### config.mk
export PLATFORM = sky130hd
export DESIGN_NAME = sccb_target
export DESIGN_NICKNAME = d
export VERILOG_FILES = /design/src/rtl/sccb_target.sv
export SDC_FILE = /design/constraint.sdc
export NUM_CORES = 1
export LEC_CHECK = 0
export CAP_MARGIN = 20
export CELL_PAD_IN_SITES_DETAIL_PLACEMENT = 0
export CELL_PAD_IN_SITES_GLOBAL_PLACEMENT = 1
export CORE_ASPECT_RATIO = 0.9
export CORE_MARGIN = 1.5
export CORE_UTILIZATION = 39
export DETAILED_ROUTE_END_ITERATION = 10
export PLACE_DENSITY_LB_ADDON = 0.3
export SLEW_MARGIN = 20
export SYNTH_ARGS = -nofsm -noshare
export SYNTH_HDL_FRONTEND = slang
export SYNTH_SLANG_ARGS = --single-unit
### constraint.sdc
create_clock -name clk_25M -period 3.34 [get_ports clk_25M]
set_input_delay 0.668 -clock clk_25M [delete_from_list [all_inputs] [get_ports clk_25M]]
set_output_delay 0.668 -clock clk_25M [all_outputs]
set_load 0.02 [all_outputs]
### src/rtl/sccb_target.sv
// sccb_target: write-only SCCB slave decoding 3-phase writes (ID, sub-address, data) from an oversampled bus.
module sccb_target #(
  parameter logic [7:0] DEV_ID = 8'h42
) (
  input  logic        clk_25M,
  input  logic        rst_25M,
  input  logic        scl,
  input  logic        sda,
  output logic        wr_valid,
  output logic [7:0]  wr_addr,
  output logic [7:0]  wr_data,
  output logic [7:0]  sub_addr,
  output logic        busy,
  output logic        id_err,
  output logic [15:0] wr_count
);
  typedef enum logic [2:0] {S_IDLE, S_DEV_ID, S_SUB_ADDR, S_WR_DATA, S_WAIT_STOP} state_t;
  state_t state, state_n;
  logic [1:0] scl_q, sda_q;
  logic scl_p, sda_p, scl_s, sda_s;
  logic start_ev, stop_ev, shift, phase_end, wr_n, id_err_n, sub_ld;
  logic [3:0] cnt, cnt_n;
  logic [7:0] shreg, shreg_n;
  assign scl_s = scl_q[1];
  assign sda_s = sda_q[1];
  assign start_ev = scl_s & scl_p & sda_p & ~sda_s;
  assign stop_ev = scl_s & scl_p & ~sda_p & sda_s;
  assign shift = scl_s & ~scl_p & (state inside {S_DEV_ID, S_SUB_ADDR, S_WR_DATA});
  assign phase_end = shift & (cnt == 4'd8);
  assign wr_n = phase_end & (state == S_WR_DATA);
  assign sub_ld = phase_end & (state == S_SUB_ADDR);
  assign id_err_n = phase_end & (state == S_DEV_ID) & (shreg != DEV_ID);
  always_comb begin
    state_n = state;
    cnt_n = cnt;
    shreg_n = shreg;
    if (stop_ev) begin
      state_n = S_IDLE;
      cnt_n = 4'd0;
    end else if (start_ev) begin
      state_n = S_DEV_ID;
      cnt_n = 4'd0;
    end else if (phase_end) begin
      cnt_n = 4'd0;
      state_n = state == S_DEV_ID ? (shreg == DEV_ID ? S_SUB_ADDR : S_WAIT_STOP) :
                state == S_SUB_ADDR ? S_WR_DATA : S_WAIT_STOP;
    end else if (shift) begin
      cnt_n = cnt + 4'd1;
      shreg_n = {shreg[6:0], sda_s};
    end
  end
  always_ff @(posedge clk_25M) begin
    if (rst_25M) begin
      scl_q <= 2'b11;
      sda_q <= 2'b11;
      scl_p <= 1'b1;
      sda_p <= 1'b1;
      state <= S_IDLE;
      cnt <= 4'd0;
      shreg <= 8'd0;
      busy <= 1'b0;
      wr_valid <= 1'b0;
      id_err <= 1'b0;
      wr_addr <= 8'd0;
      wr_data <= 8'd0;
      sub_addr <= 8'd0;
      wr_count <= 16'd0;
    end else begin
      scl_q <= {scl_q[0], scl};
      sda_q <= {sda_q[0], sda};
      scl_p <= scl_s;
      sda_p <= sda_s;
      state <= state_n;
      cnt <= cnt_n;
      shreg <= shreg_n;
      busy <= state_n != S_IDLE;
      wr_valid <= wr_n;
      id_err <= id_err_n;
      if (sub_ld) sub_addr <= shreg;
      if (wr_n) begin
        wr_addr <= sub_addr;
        wr_data <= shreg;
        wr_count <= wr_count + 16'(wr_count != 16'hFFFF);
      end
    end
  end
endmodule

==> reports/summary.txt <==
Outcome = complete, no violations
Critical path type = reg -> reg
Area share of the largest cell type after synthesis = 48.60%
Post-route design area = 0.003386 sq mm
Post_cts resized = 0
CP bufs+invs = 1
Number of flops mapped to enable cells by yosys = 0
Type of the most critical hold path = reg -> reg
Layout cell share with drive strength beyond 1 = 8.798%
Worst slew margin = 54.00%
Tightest Pin Transition = 0.6900 ns
Height of the die = 81 um
Peak supply drop = 0.3111 mV
Startpoint type of the worst setup path = register
Post-synthesis cell area = 0.002636 sq mm
Skew-Pair Late Insertion Delay = 0.34 ns
Synth cell types = 45
Final hold slack = 0.4092 ns
CP cell instances = and4_1 -> nand2_1 -> nor3_1 -> nand4_1 -> ha_1 -> ha_1 -> inv_1 -> or4_1 -> or3_1 -> a21oi_1
Via density = 5.132
Final Max Tran Viols = 0
Final worst slack = 0.7809 ns
DRC Markers = 0
Most Frequent Cell on Critical Path = ha_1
Setup crit end kind = register
Most common cell in the netlist = dfxtp_1
Post-DRT Antenna Nets = 0
CTS max path bufs = 2
CORE AREA = 0.006551 sq mm
Synth cell count leaders = dfxtp_1, nand2_1, a21oi_1
DRT Wirelength = 5.689 mm
P_leak = 1.260 nW
YS warnings = 0
Critical-path maximum fanout = 7
Setup TNS = 0 ns
Max_cap viols = 0
Avg WL per Cell = 13.20 um
Starting Density = 40.24%
Fillers = 642
GRT overflow = 0
Ys async rst share = 0%
Number of global-route vias before repair = 1932
Crit-path leading delay family = simple AND/OR/NAND/NOR gates
Final GP Congestion = 0.8000
CTS H-tree lvls = 3
CTS tree = done
Boundary Pins = 47
Clock transition at path regs = 0.07 ns
Flop2flop setup slack = 0.78 ns
RSZ-0062 raised after global routing = false
CP max stage delay = 0.65 ns
Final critical-path share of the clock period = 76.62%
Number of nets in the layout = 345
# rows = 28
First-pass GRT wire length = 9.294 mm
Final min period = 2.559 ns
Clk sinks = 64
Detailed Place HPWL = 3.780 mm
Syn Area/Cell = 9.028 sq um
Num CTS Buffers = 9
Placed instance area = 0.003166 sq mm
Synth area leaders = dfxtp_1, mux2i_1, a21oi_1
# setup viols final = 0
Required time of the worst setup path = 3.60 ns
Initial antenna violation count = 0
Buffers on Ports = 46
Layout area overhead = 28.43%
PD cells = 454.1 mW/mm^2
Initial DRT Pass Iterations = 4
Number of synthesized register bits = 64
Top_reg_cell synth = dfxtp_1
Post-synth top area cell = dfxtp_1
Worst Path Arrival = 2.82 ns
Worst Skew = 0.007020 ns
Postcts setup bufs = 0
Synth Net Count = 300
Total track usage = 16.83%
Drt first-iter violations = 60
Fmax = 0.3908 GHz
CTS root buffer = clkbuf_8
Die ar. = 0.007263 sq mm
Hold Vio Cnt, Final = 0
Via count = 2212
Largest net degree at the start of global routing = 33
Syn Inst Count = 292
Die Width = 89.67 um
Register area share after synthesis = 48.60%
Critical-path top delay cell = or4_1
Diode count = 0
Hold_buf cts = 0
Dpl ws = 0.7917 ns
## final cells by class
cell class | instances | area [sq um] | area share [%]
Inverter | 5 | 18.77 | 0.5543
Sequential cell | 64 | 1281 | 37.84
Clock inverter | 3 | 65.06 | 1.922
Tap cell | 90 | 112.6 | 3.326
Multi-Input combinational cell | 208 | 1275 | 37.66
Clock buffer | 12 | 155.1 | 4.582
Timing Repair Buffer | 49 | 478.0 | 14.12
## where the power goes
| part | total [mW] | switching, mW | internal, mW | leakage (nW) |
|---|---|---|---|---|
| Clock | 0.736 | 0.280 | 0.456 | 0.112 |
| Combinational | 0.0293 | 0.0183 | 0.0110 | 0.630 |
| Sequential | 0.772 | 0.00429 | 0.767 | 0.517 |
| Total | 1.54 | 0.303 | 1.23 | 1.26 |
## placed cells by master (no fill, tap or decap), types with 2 or more instances in the layout
| cell type | count |
|---|---|
| xnor2_1 | 4 |
| clkdlybuf4s50_1 | 45 |
| nor4_1 | 4 |
| or3_1 | 7 |
| ha_1 | 4 |
| or2_2 | 6 |
| nand2_1 | 41 |
| mux2i_1 | 16 |
| buf_4 | 3 |
| o31ai_1 | 4 |
| or4_1 | 6 |
| and4_1 | 2 |
| and4b_1 | 2 |
| dfxtp_1 | 64 |
| nand3_1 | 7 |
| nor2_1 | 29 |
| nand4b_1 | 3 |
| o21ai_1 | 5 |
| bufinv_16 | 2 |
| clkbuf_8 | 11 |
| nand4_1 | 8 |
| nor2b_1 | 3 |
| xor2_1 | 4 |
| a21oi_1 | 31 |
| inv_1 | 5 |
## cells by family after synthesis
group                    synth area share [%]
AND/OR/NAND/NOR                         27.29
buffers and inverters                   3.038
adder cells (fa/ha/maj)                 1.899
XOR/XNOR                                2.658
AO/OA/AOI/OAI                           10.01
flip-flops                              48.60
multiplexers                            6.502
## final timing paths
path                     from           to  depth (start not counted)
setup / recovery  wr_count[3]  wr_count[8]                         10
hold / removal       sda_q[0]     sda_q[1]                          1
setup reg to reg  wr_count[3]  wr_count[8]                         10
hold reg to reg      sda_q[0]     sda_q[1]                          1
## flip-flops by register name, summed over array words and instances, names as in the netlist, 2 cells and up
signal / count
cnt: 4
state: 3
scl_q: 2
sub_addr: 8
sda_q: 2
wr_data: 8
shreg: 8
wr_count: 16
wr_addr: 8
## stage by stage
step / util (%) / power [mW] / std cells
3_5_place_dp: 48.32 / 0.8180 / 416
5_1_grt: 51.68 / 1.584 / 431
2_1_floorplan: - / 0.8083 / 292
3_3_place_gp: 48.32 / 0.8183 / 416
4_1_cts: 51.68 / 1.558 / 431
6_report: 51.68 / 1.537 / 431
## metal layers
metal | GRT usage (%) | part of all wire, % | up-vias
li1 | - | - | 1119
met1 | 22.84 | 50 | 1035
met2 | 24.78 | 44 | 47
met3 | 5.386 | 4.5 | 11
met4 | 6.462 | 1.8 | 0
met5 | 0 | 0 | -
(Power assumes the default switching activity.)
